===== src/rtl/m_div_ctrl.sv =====
// Sequencing controller between EX and a shared unsigned multi-cycle divider.
// Resolves RV32M special cases and quotient/remainder reuse without the unit.
module m_div_ctrl #(
  parameter int XLEN     = 32,
  parameter int TIMEOUT  = 64,
  parameter bit CACHE_EN = 1'b1
) (
  input  logic            clk_i,
  input  logic            rst_i,
  input  logic            valid_i,
  input  logic [2:0]      funct3_i,
  input  logic [XLEN-1:0] rs1_i,
  input  logic [XLEN-1:0] rs2_i,
  input  logic            flush_i,
  output logic            stall_o,
  output logic            done_o,
  output logic [XLEN-1:0] result_o,
  output logic            err_o,
  output logic            unit_ce_o,
  output logic [XLEN-1:0] unit_rs1_o,
  output logic [XLEN-1:0] unit_rs2_o,
  input  logic [XLEN-1:0] unit_quot_i,
  input  logic [XLEN-1:0] unit_rem_i,
  input  logic            unit_ready_i
);

  localparam int CW = $clog2(TIMEOUT) + 1;
  localparam logic [XLEN-1:0] INT_MIN = {1'b1, {(XLEN-1){1'b0}}};

  typedef enum logic [1:0] {S_IDLE, S_WAIT, S_DONE} state_t;

  state_t          state, state_nxt;
  logic [CW-1:0]   cnt;

  logic            op_signed, op_rem;
  logic [XLEN-1:0] op_rs1, op_rs2;

  logic            c_vld, c_signed;
  logic [XLEN-1:0] c_rs1, c_rs2, c_quot, c_rem;

  logic            in_signed, in_rem, accept;
  logic            cache_hit, fast_hit, fast_err;
  logic [XLEN-1:0] fast_result, wait_result;
  logic            ready_take, time_up;

  function automatic logic [XLEN-1:0] neg_if(input logic [XLEN-1:0] v, input logic n);
    return n ? -v : v;
  endfunction

  assign in_signed = ~funct3_i[0];
  assign in_rem    = funct3_i[1];
  assign accept    = (state == S_IDLE) && valid_i && !flush_i;

  assign cache_hit = CACHE_EN && c_vld && (rs1_i == c_rs1) && (rs2_i == c_rs2) &&
                     (in_signed == c_signed);

  // Single-cycle outcomes, in priority order; fast_hit bypasses the unit.
  always_comb begin
    fast_hit    = 1'b1;
    fast_err    = 1'b0;
    fast_result = '0;
    if (!funct3_i[2]) begin
      fast_err = 1'b1;
    end else if (rs2_i == '0) begin
      fast_result = in_rem ? rs1_i : '1;
    end else if (in_signed && (rs1_i == INT_MIN) && (rs2_i == '1)) begin
      fast_result = in_rem ? '0 : INT_MIN;
    end else if (cache_hit) begin
      fast_result = in_rem ? neg_if(c_rem, in_signed && rs1_i[XLEN-1])
                           : neg_if(c_quot, in_signed && (rs1_i[XLEN-1] ^ rs2_i[XLEN-1]));
    end else begin
      fast_hit = 1'b0;
    end
  end

  // The unit reports ready while disabled, so the first WAIT cycle (cnt==0) is ignored.
  assign ready_take = (state == S_WAIT) && !flush_i && unit_ready_i && (cnt != '0);
  assign time_up    = (state == S_WAIT) && !flush_i && !ready_take &&
                      (cnt == CW'(TIMEOUT - 1));

  assign wait_result = op_rem ? neg_if(unit_rem_i, op_signed && op_rs1[XLEN-1])
                              : neg_if(unit_quot_i, op_signed && (op_rs1[XLEN-1] ^ op_rs2[XLEN-1]));

  always_ff @(posedge clk_i or posedge rst_i) begin
    if (rst_i) state <= S_IDLE;
    else       state <= state_nxt;
  end

  always_comb begin
    state_nxt = state;
    case (state)
      S_IDLE: if (accept) state_nxt = fast_hit ? S_DONE : S_WAIT;
      S_WAIT: begin
        if (flush_i)                    state_nxt = S_IDLE;
        else if (ready_take || time_up) state_nxt = S_DONE;
      end
      S_DONE:  state_nxt = S_IDLE;
      default: state_nxt = S_IDLE;
    endcase
  end

  always_comb begin
    stall_o = accept || (state == S_WAIT);
    done_o  = (state == S_DONE);
  end

  always_ff @(posedge clk_i or posedge rst_i) begin
    if (rst_i) begin
      result_o   <= '0;
      err_o      <= 1'b0;
      unit_ce_o  <= 1'b0;
      unit_rs1_o <= '0;
      unit_rs2_o <= '0;
      cnt        <= '0;
      op_signed  <= 1'b0;
      op_rem     <= 1'b0;
      op_rs1     <= '0;
      op_rs2     <= '0;
      c_vld      <= 1'b0;
      c_signed   <= 1'b0;
      c_rs1      <= '0;
      c_rs2      <= '0;
      c_quot     <= '0;
      c_rem      <= '0;
    end else begin
      case (state)
        S_IDLE: begin
          if (accept) begin
            if (fast_hit) begin
              result_o <= fast_result;
              err_o    <= fast_err;
            end else begin
              op_signed  <= in_signed;
              op_rem     <= in_rem;
              op_rs1     <= rs1_i;
              op_rs2     <= rs2_i;
              unit_rs1_o <= neg_if(rs1_i, in_signed && rs1_i[XLEN-1]);
              unit_rs2_o <= neg_if(rs2_i, in_signed && rs2_i[XLEN-1]);
              unit_ce_o  <= 1'b1;
              cnt        <= '0;
            end
          end
        end
        S_WAIT: begin
          if (flush_i) begin
            unit_ce_o <= 1'b0;
          end else if (ready_take) begin
            unit_ce_o <= 1'b0;
            result_o  <= wait_result;
            err_o     <= 1'b0;
            if (CACHE_EN) begin
              c_vld    <= 1'b1;
              c_signed <= op_signed;
              c_rs1    <= op_rs1;
              c_rs2    <= op_rs2;
              c_quot   <= unit_quot_i;
              c_rem    <= unit_rem_i;
            end
          end else if (time_up) begin
            unit_ce_o <= 1'b0;
            result_o  <= '0;
            err_o     <= 1'b1;
            c_vld     <= 1'b0;
          end else begin
            cnt <= cnt + CW'(1);
          end
        end
        S_DONE:  err_o <= 1'b0;
        default: ;
      endcase
    end
  end

endmodule


===== config.mk =====
export PLATFORM = sky130hd
export DESIGN_NAME = m_div_ctrl
export DESIGN_NICKNAME = d
export VERILOG_FILES = /design/src/rtl/m_div_ctrl.sv
export SDC_FILE = /design/constraint.sdc
export NUM_CORES = 1
export LEC_CHECK = 0
export ABC_AREA = 1
export BUFFER_PORTS_ARGS = -buffer_cell sky130_fd_sc_hd__buf_2
export CAP_MARGIN = 15
export CORE_ASPECT_RATIO = 1.25
export CORE_MARGIN = 5
export CORE_UTILIZATION = 38
export CTS_CLUSTER_DIAMETER = 30
export CTS_CLUSTER_SIZE = 20
export DETAILED_ROUTE_END_ITERATION = 7
export PLACE_DENSITY = 0.57
export RECOVER_POWER = 50
export SLEW_MARGIN = 0
export SYNTH_ARGS = -nofsm -noshare
export SYNTH_HDL_FRONTEND = slang
export SYNTH_SLANG_ARGS = --single-unit

===== constraint.sdc =====
create_clock -name clk_i -period 12.3 [get_ports clk_i]
set_input_delay 1.845 -clock clk_i [delete_from_list [all_inputs] [get_ports clk_i]]
set_output_delay 1.845 -clock clk_i [all_outputs]
set_load 0.005 [all_outputs]

==> key figures <==
Status
  • Outcome: finished with violations
  • Failing checks: max-capacitance violations, max-slew violations

Pwr
  • Int Pwr: approximately 3.6 mW
  • Seq pwr share: 29.9%
  • PD cells: 248 mW/mm^2
  • Total power: 5.98 mW
  • Worst VDD drop: 0.000137 V
  • NetSw: around 2.4 mW
  • Clk pwr share: 36.2%
  • Combinational power share: 33.9%
  • Standby leakage power: 12.3 nW
  • Switching share of total power: between 30% and 40%

Worst setup path
  • Req. time, crit path: 12,780 ps
  • Critical Path, Cell by Cell: clkbuf_1 -> nor2_1 -> inv_1 -> nor2_1 -> nand2_1 -> clkinvlp_2 -> o311ai_0 -> nand2_1 -> nand2_1 -> nand2_1
  • Setup CP Type: input pin to flip-flop
  • Arrival time of the worst setup path: 8000 ps
  • Reg-to-Reg End: result_o[5]
  • Most repeated library cell on the critical path: nand2_1
  • Slowest-stage cell, CP: clkinvlp_2
  • Worst reg2reg path depth: 12
  • FF-to-FF Start: state[1]
  • CP endpoint kind: flip-flop
  • Max incr delay on CP: 2700 ps
  • Reg2reg setup slack: 5110 ps
  • CP startpoint kind: input pin
  • Crit path max fanout: 52

Global routing
  • Largest net degree at the start of global routing: 111
  • Overflow after GRT: 0
  • Initial antenna violation count: 2
  • Number of global-route vias before repair: 20,780
  • GRT Total Usage: approximately 29%
  • First-pass GRT wire length: 128 mm

Clock tree
  • Hold buffers post-CTS: 0
  • Clock Pin Slew Worst Setup and Hold Paths: approximately 40 ps
  • # clock sinks: 301
  • Clock root cell: clkbuf_16
  • TritonCTS Buffers: 80
  • Post-CTS sizing: 0
  • Clock Path Buffers: 3
  • CTS tree: yes
  • H-Tree Level Count: 3
  • Worst-Skew Late Latency: 610 ps
  • Post-CTS Setup Repair Bufs: 0

Timing
  • Max Freq: 133 MHz
  • TNS Setup: 0 ps
  • Tcrit/Tclk final: 61.1%
  • Max-slew violations: 202
  • Final hold viol count: 0
  • RSZ-0062 raised after global routing: false
  • Clock skew: 21.5 ps
  • Final min period: 7520 ps
  • Max transition margin: -215%
  • Final setup vio count: 0
  • Worst slew pin tran: 4700 ps
  • Worst hold slack: 478 ps

Routing
  • Via count: between 20,000 and 25,000
  • Antenna violation net count after detailed routing: 0
  • Drt initial violations: approximately 1,700
  • Avg WL per Cell: 21.2 um
  • Pre-Repair DR Iteration Count: 6
  • Vias per std cell: between 5 and 6
  • DRC viols: 0
  • Final wirelength: 84.4 mm

Final layout
  • Final nets: 3,395
  • Fillers: 5,413
  • Commonest non-fill, non-tap cell in the layout: nand2_1
  • Share of cells above drive strength 1: 11.3%
  • Area Growth Syn to Fin: 21.9%
  • Highest-count cells in the layout ignoring fill and taps: 991 x nand2_1, 320 x nor2_1, 316 x inv_1

Synth
  • Seq cells post-synth: 301
  • Post-synth EDFFs: 0
  • Most used DFF post-synth: dfrtp_1
  • Syn Nets: 3,180
  • Mapped Area: 0.0198 mm^2
  • Ys Warns: 0
  • Sequential-to-total area share from yosys stat: 38.1%
  • Post-Syn Area per Cell: 6.52 um^2
  • Post-synthesis cell type count: 47
  • FFs w/ async S/R, synth: 100%
  • Post-synthesis instance total: 3,032

Die
  • Core area: 0.0515 mm^2
  • Overall die height: about 260 um
  • Die width: between 200 and 250 um
  • Die area: 0.0567 mm^2
  • IO Pins: 236
  • Initial Util: 38.3%
  • Cell Rows: 93

Worst hold path
  • Min-Delay Endpoint: result_o[0]
  • Hold_sp: result_o[0]
  • Hold Path Depth: 2
  • Hold Path Class: flip-flop to flip-flop

Placed design
  • Dpl hpwl: 64.7 mm
  • Port bufs: around 240
  • RD Place Congestion: around 0.95

Run
  • Max-Cap Viols: 3
-- synth_stat cells (11+ instances only) --
| library cell | instances | area (um^2) |
|---|---|---|
| nor2_1 | 322 | 1210 |
| nor3_1 | 34 | 170 |
| or2_2 | 11 | 68.8 |
| ha_1 | 12 | 150 |
| nand4_1 | 33 | 206 |
| o21ai_1 | 103 | 515 |
| inv_1 | 317 | 1190 |
| nand3_1 | 240 | 1200 |
| nand2_1 | 991 | 3720 |
| xor2_1 | 72 | 631 |
| o31ai_1 | 22 | 165 |
| buf_2 | 39 | 195 |
| a21oi_1 | 83 | 415 |
| a21boi_1 | 16 | 120 |
| clkbuf_1 | 63 | 236 |
| inv_2 | 19 | 71.3 |
| dfrtp_1 | 301 | 7530 |
| o21ai_0 | 272 | 1360 |
-- cells by family (layout without fill, tap and decap cells) --
family,Yosys count,in the layout,synth area share [%]
and+or+nand+nor,1663,1663,34.5
AOI/OAI and AO/OA,521,521,14.1
DFF,301,301,38.1
buffers and inverters,462,740,9.29
other,0,1,0
adders and majority gates,12,12,0.760
xor gates and xnor gates,73,73,3.24
-- area by class of cell --
cell class	count	area [um^2]	area share, %
multi-input cells	2269	10400	43.2
flip-flops and latches	301	7530	31.3
clock buffers	102	2270	9.41
inverters	340	1280	5.31
repair buffers	255	1240	5.14
well taps	665	832	3.45
clock inverters	43	534	2.22
diodes	1	2.50	0.0104
-- worst max-delay path: cells and delay by family --
kind | cells | cell delay (ps)
and+or+nand+nor | 6 | 1960
AOI/OAI and AO/OA | 1 | 1220
buffers and inverters | 3 | 2920
-- stage by stage --
step                      util [%]  std cells  cell area, um^2  setup slack [ps]
after CTS                     46.9       3975            24200              7410
after floorplan                  -       3032            19800              2140
after detailed placement      41.5       3830            21400              6880
after global routing          46.7       3976            24100              4530
final                         46.7       3976            24100              4780
after global placement        41.5       3830            21400              7010
-- registers in the layout, indices dropped and copies added (netlist names) --
name,flops
c_quot,32
c_rem,32
c_rs1,32
c_rs2,32
c_signed,1
c_vld,1
cnt,7
err_o,1
op_rem,1
op_rs1,31
op_rs2,31
op_signed,1
result_o,32
state,2
unit_ce_o,1
unit_rs1_o,32
unit_rs2_o,32
-- how the worst max path moves through the flow --
stage | from | end | slack [ps]
2_1_floorplan | rst_i | c_quot[0] | 2140
6_report | flush_i | result_o[5] | 4780
3_3_place_gp | funct3_i[0] | unit_rs1_o[29] | 7010
3_5_place_dp | funct3_i[0] | unit_rs1_o[29] | 6880
5_1_grt | flush_i | result_o[22] | 4530
4_1_cts | flush_i | stall_o | 7410
-- metal layers --
metal	vias up	routed length (um)	global-route usage [%]	part of all wire, %
met1	9919	34000	35.6	40
met2	808	41200	50.1	49
met3	183	4400	4.03	5.2
met4	2	4790	15.6	5.7
met5	-	15	0	0.018
li1	10167	-	-	-
-- power groups by stage --
stage | Clock [mW] | Combinational, mW | Sequential [mW]
after detailed placement | 0 | 2.04 | 1.78
final | 2.17 | 2.03 | 1.79
after global placement | 0 | 2.01 | 1.78
after CTS | 2.19 | 2.05 | 1.78
after global routing | 2.25 | 2.29 | 1.84
after floorplan | 0 | 1.34 | 1.69
Power figures use the tool's default switching activity.
